## src/rtl/fetch_queue_pcu.sv

```systemverilog
// fetch_queue_pcu
//   Fetch stage with a DEPTH-entry instruction queue. Owns the fetch PC,
//   drives the I-cache request address and buffers each fetched instruction
//   with its own PC. Decode drains the queue through a valid/ready handshake.
//   This decouples decode stalls and I-cache misses from fetch.
// Ports
//   Clk, Rst_n       clock (rising edge); reset (asynchronous, active-low)
//   Flush, FlushAddr redirect: empty the queue and fetch from FlushAddr
//   PCStall          hold the fetch PC and fetch nothing new
//   PredTaken/Target predictor redirect applied to a pushed fetch
//   Icache_bus_out   request address (the fetch PC)
//   Icache_bus_in    {miss, data}, combinational response to the request
//   IR, IR_PC        head instruction and its PC (0 while empty)
//   IR_Valid         queue non-empty
//   ID_Ready         decode accepts the head this cycle
//   Count            occupied entries
//   Imiss            miss seen by an otherwise live fetch
module fetch_queue_pcu #(
  parameter int ADDR_W      = 32,
  parameter int INSTR_W     = 32,
  parameter int DEPTH       = 4,
  parameter int INSTR_BYTES = 4,
  parameter logic [ADDR_W-1:0] RESET_PC = '0,
  localparam int PTR_W = $clog2(DEPTH),
  localparam int CNT_W = $clog2(DEPTH + 1)
) (
  input  logic               Clk,
  input  logic               Rst_n,
  input  logic               Flush,
  input  logic [ADDR_W-1:0]  FlushAddr,
  input  logic               PCStall,
  input  logic               PredTaken,
  input  logic [ADDR_W-1:0]  PredTarget,
  output logic [ADDR_W-1:0]  Icache_bus_out,
  input  logic [INSTR_W:0]   Icache_bus_in,
  output logic [INSTR_W-1:0] IR,
  output logic [ADDR_W-1:0]  IR_PC,
  output logic               IR_Valid,
  input  logic               ID_Ready,
  output logic [CNT_W-1:0]   Count,
  output logic               Imiss
);

  logic [ADDR_W-1:0]  fetch_pc;
  logic [PTR_W-1:0]   wr_ptr;
  logic [PTR_W-1:0]   rd_ptr;
  logic [CNT_W-1:0]   count;
  logic [ADDR_W-1:0]  pc_mem    [DEPTH];
  logic [INSTR_W-1:0] instr_mem [DEPTH];

  logic               miss;
  logic [INSTR_W-1:0] fetch_data;
  logic               empty;
  logic               full;
  logic               pop;
  logic               push;
  logic [ADDR_W-1:0]  next_pc;

  assign miss       = Icache_bus_in[INSTR_W];
  assign fetch_data = Icache_bus_in[INSTR_W-1:0];

  // Handshake and push/pop qualification; Flush overrides everything.
  always_comb begin
    empty   = (count == CNT_W'(0));
    full    = (count == CNT_W'(DEPTH));
    pop     = !empty && ID_Ready && !Flush;
    // A full queue can still accept a fetch when the head leaves this cycle.
    push    = !Flush && !PCStall && !miss && (!full || pop);
    next_pc = fetch_pc + ADDR_W'(INSTR_BYTES);
    if (PredTaken) begin
      next_pc = PredTarget;
    end else begin
      next_pc = fetch_pc + ADDR_W'(INSTR_BYTES);
    end
  end

  // Fetch PC, pointers and occupancy.
  always_ff @(posedge Clk or negedge Rst_n) begin
    if (!Rst_n) begin
      fetch_pc <= RESET_PC;
      wr_ptr   <= PTR_W'(0);
      rd_ptr   <= PTR_W'(0);
      count    <= CNT_W'(0);
    end else if (Flush) begin
      fetch_pc <= FlushAddr;
      wr_ptr   <= PTR_W'(0);
      rd_ptr   <= PTR_W'(0);
      count    <= CNT_W'(0);
    end else begin
      if (push) begin
        fetch_pc <= next_pc;
        wr_ptr   <= wr_ptr + PTR_W'(1);
      end
      if (pop) begin
        rd_ptr <= rd_ptr + PTR_W'(1);
      end
      case ({push, pop})
        2'b10:   count <= count + CNT_W'(1);
        2'b01:   count <= count - CNT_W'(1);
        default: count <= count;
      endcase
    end
  end

  // Queue storage; contents are only meaningful between rd_ptr and wr_ptr.
  always_ff @(posedge Clk) begin
    if (push) begin
      pc_mem[wr_ptr]    <= fetch_pc;
      instr_mem[wr_ptr] <= fetch_data;
    end
  end

  // Head presentation, forced to zero while empty.
  always_comb begin
    IR    = '0;
    IR_PC = '0;
    if (!empty) begin
      IR    = instr_mem[rd_ptr];
      IR_PC = pc_mem[rd_ptr];
    end else begin
      IR    = '0;
      IR_PC = '0;
    end
  end

  assign Icache_bus_out = fetch_pc;
  assign IR_Valid       = !empty;
  assign Count          = count;
  assign Imiss          = miss && !PCStall && !Flush;

endmodule

```

## config.mk

```make
export PLATFORM = sky130hd
export DESIGN_NAME = fetch_queue_pcu
export DESIGN_NICKNAME = d
export VERILOG_FILES = /design/src/rtl/fetch_queue_pcu.sv
export SDC_FILE = /design/constraint.sdc
export NUM_CORES = 1
export LEC_CHECK = 0
export BUFFER_PORTS_ARGS = -buffer_cell sky130_fd_sc_hd__buf_2
export CAP_MARGIN = 30
export CORE_ASPECT_RATIO = 0.8
export CORE_MARGIN = 2
export CORE_UTILIZATION = 55
export CTS_CLUSTER_SIZE = 24
export DETAILED_ROUTE_END_ITERATION = 16
export PLACE_DENSITY = 0.85
export SYNTH_ARGS = -nofsm -noshare
export SYNTH_HDL_FRONTEND = slang
export SYNTH_SLANG_ARGS = --single-unit
```

## constraint.sdc

```tcl
create_clock -name Clk -period 4.04 [get_ports Clk]
set_input_delay 0.202 -clock Clk [delete_from_list [all_inputs] [get_ports Clk]]
set_output_delay 0.202 -clock Clk [all_outputs]
set_load 0.1 [all_outputs]
```

==> impl_metrics.yaml, run 1 <==
run_status:
  outcome: "completed"
clock_network:
  cts_resized: 0
  cts_root_buf: "clkbuf_16"
  htree_num_levels: 1
  cts_tree: "built"
  post-cts-setup-buffer-count: 0
  cts_buffer_depth: 3
  clk_latency_ps: 550
  clk_pin_slew_ps: 60
  cts_hold_buf: 65
  cts_sinks: 295
  numCtsBuffers: 29
worst_setup_path:
  reg2reg_from: "Icache_bus_out[2]$_DFFE_PN0P_"
  arrival_ps: 2800
  cpPeakStageDelay_ps: 580
  r2r_setup_slack_ps: 1130
  worstRegToRegCells: 7
  worstReg2RegEnd: "Icache_bus_out[12]$_DFFE_PN0P_"
  path_class: "reg -> out"
  worstPathCellList: "or3_2, buf_4, and2_1, buf_2"
  crit_required_ps: 3840
  crit_path_end_kind: "primary output"
  cp_max_fo: 36
  startpoint_type: "register"
  cp_slowest_cell: "or3_2"
synth:
  netlist_area_sq_um: 12500
  ys_ff_latch: 295
  yosysWarnings: 0
  syn-instance-count: 759
  async_flop_share_pct: 13.2
  synth_cell_type_count: 62
  ys_seq_area_share_pct: 69.2
  synthFlopType: "edfxtp_1"
  synth_edf_count: 256
  syn_avg_cell_area_sq_um: 16.5
  syn_nets: 868
grt:
  grt_start_max_net_pins: 66
  grt_pass1_wl_mm: 45.7
  track_usage_pct: 24.5
  antenna_found_initial: 0
  overflow: 0
  grt_pass1_vias: 8132
final_layout:
  drive_gt1_share_pct: 32.5
  antenna_cells: 0
  multiInputGateArea_sq_um: 3640
  finalInstanceArea_sq_um: 15500
  final_common_cell: "edfxtp_1"
  seq_area_sq_um: 8670
  num-fill-cells: 1512
  nNetsFinal: 1132
  layout_common_cells: "edfxtp_1 (256), buf_2 (203), and2_1 (65), dlygate4sd3_1 (65), mux4_2 (64)"
  syn_to_final_growth_pct: 23.6
timing:
  period_share_pct: 74.3
  finalHoldViolCount: 0
  period_minus_slack_ps: 3000
  clock.fmax_mhz: 333
  grt_setup_unrepaired: "no"
  skew_ps: 12.5
  max-slew-margin-rel_pct: 33.9
  tightest_slew_ps: 991
  setup_viol: 0
  drv_slew: 0
  fin_setup_tns_ps: 0
job:
  maxCapViolCount: 0
power_and_ir_drop:
  ir_drop_v: 0.000317
  power_switching_uw: 1980
  power.internal_uw: 5150
  p_leak_uw: 0.00554
  pwr-share-seq_pct: 49.9
  clkPwrFrac_pct: 36.1
  pwr-share-comb_pct: 14.0
  swShare_pct: 27.7
  p_per_area_nw_per_um2: 461
detailed_routing:
  vias: 8057
  ant_nets: 0
  drtIter0Drc: 784
  viasPerCell: 5.96
  drc_errors: 0
  drt_wl_total_mm: 29.4
  wl_met2_mm: 14.1
  post_drt_wl_per_cell_um: 21.8
  top_layer: "met4"
  firstDrtPassIters: 5
  route.met3.wl_mm: 2.42
  wl_met1_mm: 12.3
die:
  io_pins: 204
  die_area_sq_um: 24000
  die_h_um: 139
  rows: 49
  core-area_sq_um: 22400
  die_w_um: 173
  start_util_pct: 55.8
place:
  port_buffers: 203
  gp_congestion: 0.847
  hpwl_mm: 17.1
  placed_cell_area_sq_um: 13800
worst_hold_path:
  min_path_type: "in -> async"
==> worst max-delay path by stage <==
| stage | from | end | slack [ps] | cells past startpoint |
|---|---|---|---|---|
| after floorplan | Count[1]$_DFFE_PN0P_ | IR[22] | 690 | 3 |
| after global placement | Count[1]$_DFFE_PN0P_ | Count[1]$_DFFE_PN0P_ | 1410 | 6 |
| after detailed placement | Count[1]$_DFFE_PN0P_ | Count[1]$_DFFE_PN0P_ | 1290 | 6 |
| after CTS | rd_ptr[0]$_DFFE_PN0P_ | IR_PC[16] | 1000 | 4 |
| after global routing | rd_ptr[0]$_DFFE_PN0P_ | IR[4] | 860 | 4 |
| final | Count[1]$_DFFE_PN0P_ | IR_PC[2] | 1040 | 4 |
==> final cells by class <==
| type | count | share of cell area [%] |
|---|---|---|
| multi-input combinational | 412 | 23.5 |
| timing repair buffer | 279 | 11.9 |
| tap | 306 | 2.47 |
| inverter | 6 | 0.145 |
| clock buffer | 35 | 4.90 |
| clock inverter | 19 | 0.994 |
| sequential | 295 | 56.0 |
==> critical path, delay by kind of cell, from the launching register on <==
kind	cells	cell delay (ps)
flops	1	510
buf+inv	2	890
simple gates	2	830
==> flip-flops by register name, indices dropped and copies added (netlist names) <==
| register | flops |
|---|---|
| Icache_bus_out | 32 |
| pc_mem | 128 |
| rd_ptr | 2 |
| Count | 3 |
| wr_ptr | 2 |
| instr_mem | 128 |
==> per-layer routing <==
layer	GRT usage [%]	vias up
li1	-	3561
met1	35.4	4005
met2	40.1	442
met3	3.73	49
met4	5.62	0
met5	0	-
==> synthesized netlist by cell type, drive strengths merged, types with 4 or more instances <==
cell type	number	area (sq um)
clkbuf	31	116
mux4	64	1440
o22a	4	35.0
dfrtp	39	976
and3	6	38.8
xnor2	6	52.6
mux2i	8	80.1
inv	5	18.8
o21ai	37	185
nand3	18	95.1
nor2	26	105
a22oi	7	52.6
edfxtp	256	7690
nor4	9	75.1
and4	6	52.6
nand4	11	68.8
o31a	4	35.0
a31oi	7	43.8
and2	65	407
ha	5	62.6
buf	15	96.3
o211ai	6	45.0
o221ai	4	41.3
nand2	38	143
o22ai	7	43.8
or3	8	50.1
nor3	13	70.1
a21oi	19	95.1
==> cell families (layout without fill, tap and decap cells) <==
kind of cell               Yosys count  count (layout)  synth area share [%]
muxes                               73              73                  12.2
and+or+nand+nor                    208             208                  9.31
adders and majority gates            6               6                 0.659
xor gates and xnor gates             9               9                 0.630
buffers and inverters               52             339                  1.88
DFF                                295             295                  69.2
AOI/OAI and AO/OA                  116             116                  6.10
==> per-stage QoR <==
| stage | instances | worst slack [ps] | hold WS (ps) | power, uW | utilization, % |
|---|---|---|---|---|---|
| after floorplan | 759 | 692 | -93.6 | 4290 | - |
| final | 1352 | 1040 | 7.21 | 7130 | 69.0 |
| after global routing | 1352 | 861 | 7.10 | 7330 | 69.0 |
| after global placement | 1228 | 1410 | 393 | 4530 | 61.5 |
| after detailed placement | 1228 | 1290 | 415 | 4550 | 61.5 |
| after CTS | 1347 | 1000 | 11.0 | 7160 | 68.4 |
==> power by group through the flow <==
stage,sequential [uW],clock (uW),combinational (uW)
floorplan,3860,0,425
detailed placement,3620,0,927
finish,3560,2570,995
global placement,3610,0,917
CTS,3560,2610,987
global route,3580,2710,1040
(Power assumes the default switching activity.)
==> inputs of run 2 (changes only) <==
--- a/config.mk
+++ b/config.mk
@@ -9,10 +9,10 @@
 export CAP_MARGIN = 30
 export CORE_ASPECT_RATIO = 0.8
 export CORE_MARGIN = 2
-export CORE_UTILIZATION = 55
+export CORE_UTILIZATION = 51
 export CTS_CLUSTER_SIZE = 24
 export DETAILED_ROUTE_END_ITERATION = 16
-export PLACE_DENSITY = 0.85
+export PLACE_DENSITY = 0.83
 export SYNTH_ARGS = -nofsm -noshare
 export SYNTH_HDL_FRONTEND = slang
 export SYNTH_SLANG_ARGS = --single-unit
==> constraint.sdc (replaced) <==
create_clock -name Clk -period 2.4 [get_ports Clk]
set_input_delay 0.12 -clock Clk [delete_from_list [all_inputs] [get_ports Clk]]
set_output_delay 0.12 -clock Clk [all_outputs]
set_load 0.1 [all_outputs]
==> run 2 against run 1 <==
Combinational power rose by 90%. Clock power rose by 67%. Final area rose by 7.8%. Clock skew rose by 10 ps. Power rose by 70%. Critical endpoint is now IR[30]. Largest cell class unchanged. Highest routed layer unchanged.
==> impl_metrics.yaml, run 2 (same netlist as run 1, synthesis figures left out) <==
grt:
  grt_start_max_net_pins: 67
  track_usage_pct: 24.8
  grt_pass1_wl_mm: 48.0
  antenna_found_initial: 0
  grt_pass1_vias: 8370
  overflow: 0
die:
  die_area_sq_um: 25800
  die_w_um: 179
  io_pins: 204
  core-area_sq_um: 24200
  rows: 51
  start_util_pct: 51.6
  die_h_um: 144
final_layout:
  layout_common_cells: "edfxtp_1 (256), buf_2 (140), dlygate4sd3_1 (79), mux4_2 (64), and2_1 (46)"
  nNetsFinal: 1187
  fin_cells: 1418
  final_common_cell: "edfxtp_1"
  num-fill-cells: 1579
  finalInstanceArea_sq_um: 16700
  syn_to_final_growth_pct: 33.3
  drive_gt1_share_pct: 38.3
  antenna_cells: 0
worst_setup_path:
  cp_slowest_cell: "mux4_2"
  cpPeakStageDelay_ps: 510
  startpoint_type: "register"
  cp_max_fo: 8
  crit_path_end_kind: "primary output"
  critPathBufInv: 3
  reg2reg_from: "Count[0]$_DFFE_PN0P_"
  crit_start: "rd_ptr[0]$_DFFE_PN0P_"
  cp.depth: 5
  worstPathCellList: "clkbuf_16, buf_16, mux4_2, and2_2, buf_6"
  worstRegToRegCells: 7
  critPathTopFamily: "buffers and inverters"
  crit_required_ps: 2280
  path_class: "reg -> out"
  arrival_ps: 2260
place:
  placed_cell_area_sq_um: 14400
  hpwl_mm: 18.8
  gp_congestion: 0.891
  port_buffers: 203
  preCtsSetupSlack_ps: -26.3
  placed_cells: 1267
power_and_ir_drop:
  p_per_area_nw_per_um2: 728
  power_switching_uw: 3350
  ir_drop_v: 0.000661
  power.internal_uw: 8800
  clkPwrFrac_pct: 35.3
  pwr-share-seq_pct: 49.2
  pwr-share-comb_pct: 15.5
  p_leak_uw: 0.00592
  swShare_pct: 27.6
timing:
  grt_setup_unrepaired: "yes"
  tightest_slew_ps: 583
  period_share_pct: 99.2
  fin_setup_tns_ps: 0
  clock.fmax_mhz: 420
  finalHoldViolCount: 0
  period_minus_slack_ps: 2380
  setup_viol: 0
  skew_ps: 22.7
  setup_slack_ps: 19.2
  drv_slew: 0
  max-slew-margin-rel_pct: 61.1
detailed_routing:
  drtIter0Drc: 903
  drt_wl_total_mm: 32.8
  viasPerCell: 5.92
  drc_errors: 0
  post_drt_wl_per_cell_um: 23.1
  firstDrtPassIters: 5
  ant_nets: 0
  vias: 8394
worst_hold_path:
  min_path_type: "in -> reg"
  whs_path_depth: 4
  min_from: "PredTarget[23]"
job:
  maxCapViolCount: 0
clock_network:
  cts_buffer_depth: 3
  cts_sinks: 295
  clk_latency_ps: 540
  cts_root_buf: "clkbuf_16"
  numCtsBuffers: 29
  htree_num_levels: 1
  cts_tree: "built"
  clk_pin_slew_ps: 60
run_status:
  outcome: "completed"
[run 2: changes by cell type in the layout (fill, tap and decap cells not counted), moves of 3 or more]
cell           change
buf_2             -63
buf_4             +37
buf_6             +37
and2_1            -19
buf_12            +18
dfrtp_1           -18
dfrtp_2           +16
dlygate4sd3_1     +14
and2_4            +10
and2_2             +9
buf_16             +4
clkbuf_16          +4
clkinv_1           -3
[run 2: final timing paths]
check                                            endpoint  slack [ps]
max reg2reg                          Count[2]$_DFFE_PN0P_         130
min in group asynchronous  Icache_bus_out[26]$_DFFE_PN0P_          80
max in group asynchronous           rd_ptr[0]$_DFFE_PN0P_        1690
min reg2reg                        pc_mem[3][0]$_DFFE_PP_         550
max                                                IR[30]          20
min                        Icache_bus_out[23]$_DFFE_PN0P_          20
[run 2: power groups by stage]
stage	sequential (uW)	clock, uW	combinational, uW
6_report	5980	4290	1890
5_1_grt	5990	4590	1960
4_1_cts	5970	4340	1810
3_5_place_dp	6080	0	1670
3_3_place_gp	6070	0	1650
2_1_floorplan	6510	0	722
[run 2: timing repair]
action	4_1_cts	5_1_grt
endpoints found under the hold margin	194	0
hold buffers	79	0
setup endpoints to repair	56	62
gates cloned	0	4
resized for setup	33	83
buffers inserted	8	5
[run 2: final cells by class]
class                   instances  area, sq um  area share (%)
repair buffers                334         2980            17.9
flip-flops and latches        295         8700            52.1
multi-input cells             412         3690            22.1
clock buffers                  37          766            4.59
clock inverters                16          128           0.765
well taps                     318          398            2.38
inverters                       6         22.5           0.135
[run 2: metal layers]
layer	wire [um]	track usage, %	share of wire (%)
met1	12900	34.7	39
met2	16000	40.4	49
met3	3020	4.50	9.2
met4	845	7.00	2.6
met5	0	0	0
[run 2: stage by stage]
stage | utilization (%) | hold WS [ps] | total power [uW]
5_1_grt | 68.8 | 31.5 | 12500
3_3_place_gp | 59.2 | 86.4 | 7720
6_report | 68.8 | 20.8 | 12200
4_1_cts | 67.0 | 8.12 | 12100
2_1_floorplan | - | -176 | 7230
3_5_place_dp | 59.5 | 85.9 | 7750
[run 2: worst reg2reg max path, delay by kind of cell (launching register included)]
kind / cells / cell delay, ps
adder cells (fa/ha/maj): 1 / 460
flip-flops: 1 / 520
AND/OR/NAND/NOR: 4 / 710
AO/OA/AOI/OAI: 2 / 500
==> inputs of run 3 (changes only) <==
--- a/config.mk
+++ b/config.mk
@@ -7,9 +7,11 @@
 export LEC_CHECK = 0
 export BUFFER_PORTS_ARGS = -buffer_cell sky130_fd_sc_hd__buf_2
 export CAP_MARGIN = 30
+export CELL_PAD_IN_SITES_DETAIL_PLACEMENT = 0
+export CELL_PAD_IN_SITES_GLOBAL_PLACEMENT = 1
 export CORE_ASPECT_RATIO = 0.8
 export CORE_MARGIN = 2
-export CORE_UTILIZATION = 51
+export CORE_UTILIZATION = 43
 export CTS_CLUSTER_SIZE = 24
 export DETAILED_ROUTE_END_ITERATION = 16
 export PLACE_DENSITY = 0.83
==> run 3 against run 2 <==
Final cell count grew 3.3%. Global-route usage shrank 3.5 points. Via count shrank 1.7%. Sequential power is essentially flat. The run now ends with negative setup slack left. First-iteration DRC count shrank 17%. Power grew 1.3%. Largest power group unchanged. Routed wire length grew 1.1%. Clock skew shrank 11 ps. Clock power grew 3%. Die area grew 18%. Setup slack lost 60 ps. Clock-buffer cell count grew 1. Critical endpoint is now IR_PC[13].
==> impl_metrics.yaml, run 3 (same netlist as run 1, synthesis figures left out) <==
place:
  placed_cell_area_sq_um: 14300
  hpwl_mm: 20.1
  port_buffers: 203
  placed_cells: 1323
  gp_congestion: 0.843
timing:
  skew_ps: 11.4
  setup_viol: 15
  drv_slew: 0
  tightest_slew_ps: 925
  grt_setup_unrepaired: "yes"
  finalHoldViolCount: 0
  period_minus_slack_ps: 2440
  max-slew-margin-rel_pct: 38.4
  setup_slack_ps: -41.1
  clock.fmax_mhz: 410
  period_share_pct: 102
worst_setup_path:
  r2r_setup_slack_ps: 160
  cp_max_fo: 7
  arrival_ps: 2320
  crit_start: "rd_ptr[0]$_DFFE_PN0P_"
  crit_path_end: "IR_PC[13]"
  worstRegToRegCells: 6
  crit_required_ps: 2280
  worstReg2RegEnd: "Icache_bus_out[10]$_DFFE_PN0P_"
  path_class: "reg -> out"
  crit_path_end_kind: "primary output"
  reg2reg_from: "Count[0]$_DFFE_PN0P_"
  startpoint_type: "register"
clock_network:
  cts_root_buf: "clkbuf_16"
  cts_buffer_depth: 3
  clk_pin_slew_ps: 70
  clk_latency_ps: 550
  cts_tree: "built"
  numCtsBuffers: 30
  cts_sinks: 295
  htree_num_levels: 1
run_status:
  violations: "negative setup slack"
  outcome: "finished with violations"
die:
  die_h_um: 157
  rows: 55
  start_util_pct: 44.0
  io_pins: 204
  die_w_um: 195
  core-area_sq_um: 28500
  die_area_sq_um: 30500
grt:
  track_usage_pct: 21.3
  overflow: 0
  grt_pass1_wl_mm: 49.5
  antenna_found_initial: 0
  grt_pass1_vias: 8403
  grt_start_max_net_pins: 67
detailed_routing:
  firstDrtPassIters: 5
  drtIter0Drc: 745
  vias: 8255
  ant_nets: 0
  viasPerCell: 5.63
  drt_wl_total_mm: 33.1
  drc_errors: 0
  post_drt_wl_per_cell_um: 22.6
final_layout:
  syn_to_final_growth_pct: 35.8
  num-fill-cells: 2114
  fin_cells: 1465
  layout_common_cells: "edfxtp_1 (256), buf_2 (139), dlygate4sd3_1 (77), mux4_2 (64)"
  nNetsFinal: 1183
  drive_gt1_share_pct: 39.8
  finalInstanceArea_sq_um: 17000
  antenna_cells: 0
  final_common_cell: "edfxtp_1"
power_and_ir_drop:
  ir_drop_v: 0.000605
  p_leak_uw: 0.00598
  p_per_area_nw_per_um2: 724
worst_hold_path:
  min_path_type: "in -> reg"
job:
  maxCapViolCount: 0
-- run 3: changes by cell type in the layout (fill, tap and decap cells not counted), moves of 3 or more --
cell / previous run / this run
clkinv_1: 8 / 5
clkinvlp_4: 0 / 4
and2_2: 9 / 5
buf_12: 21 / 38
buf_4: 42 / 31
buf_6: 37 / 32
and2_4: 10 / 31
and2_1: 46 / 29
-- run 3: final cells by class --
| cell class | instances | area (sq um) | share of cell area [%] |
|---|---|---|---|
| Clock buffer | 38 | 791 | 4.65 |
| Clock inverter | 15 | 141 | 0.832 |
| Inverter | 6 | 22.5 | 0.132 |
| Multi-Input combinational cell | 412 | 3740 | 22.0 |
| Sequential cell | 295 | 8700 | 51.2 |
| Tap cell | 370 | 463 | 2.72 |
| Timing Repair Buffer | 329 | 3150 | 18.5 |
-- run 3: timing repair --
item / in CTS / in global routing
endpoints found under the setup margin: 65 / 58
gates cloned: 4 / 3
endpoints found under the hold margin: 191 / 0
pin swaps: 0 / 0
hold buffers: 77 / 0
setup buffers: 6 / 0
resized for setup: 159 / 71
-- run 3: per-stage QoR --
step	util, %	setup WS [ps]	TNS [ps]	total power [uW]	hold WS [ps]
3_3_place_gp	49.7	220	0	7710	311
6_report	59.7	-41.1	-268	12300	16.9
3_5_place_dp	50.1	123	0	7730	306
5_1_grt	59.7	-97.2	-1750	12700	19.5
4_1_cts	58.6	-77.3	-1060	12300	0.691
2_1_floorplan	-	-0.504	-0.504	7230	-176
-- run 3: critical path, cell delays in order (launching register included) --
cell	delay [ps]
dfrtp_4	520
buf_4	180
buf_12	130
mux4_2	550
and2_1	200
buf_6	180
-- run 3: worst min-delay path by stage --
| stage | start | endpoint | slack, ps | cells past startpoint |
|---|---|---|---|---|
| floorplan | Rst_n | Count[2]$_DFFE_PN0P_ | -180 | 0 |
| global placement | Rst_n | Icache_bus_out[6]$_DFFE_PN0P_ | 310 | 1 |
| detailed placement | Rst_n | Icache_bus_out[6]$_DFFE_PN0P_ | 310 | 1 |
| CTS | FlushAddr[13] | Icache_bus_out[13]$_DFFE_PN0P_ | 0.7 | 3 |
| global route | FlushAddr[13] | Icache_bus_out[13]$_DFFE_PN0P_ | 20 | 3 |
| finish | PredTarget[3] | Icache_bus_out[3]$_DFFE_PN0P_ | 20 | 5 |
-- run 3: report_power, final --
group          switching (uW)  internal [uW]
combinational            1310            613
sequential                206           5760
clock                    1890           2540
-- run 3: per-layer routing --
metal / vias up / part of all wire [%] / global-route usage (%)
met5: - / 0 / 0
met4: 0 / 1.8 / 4.62
met3: 44 / 7.6 / 3.92
met2: 393 / 47 / 34.3
met1: 4157 / 43 / 30.7
li1: 3661 / - / -
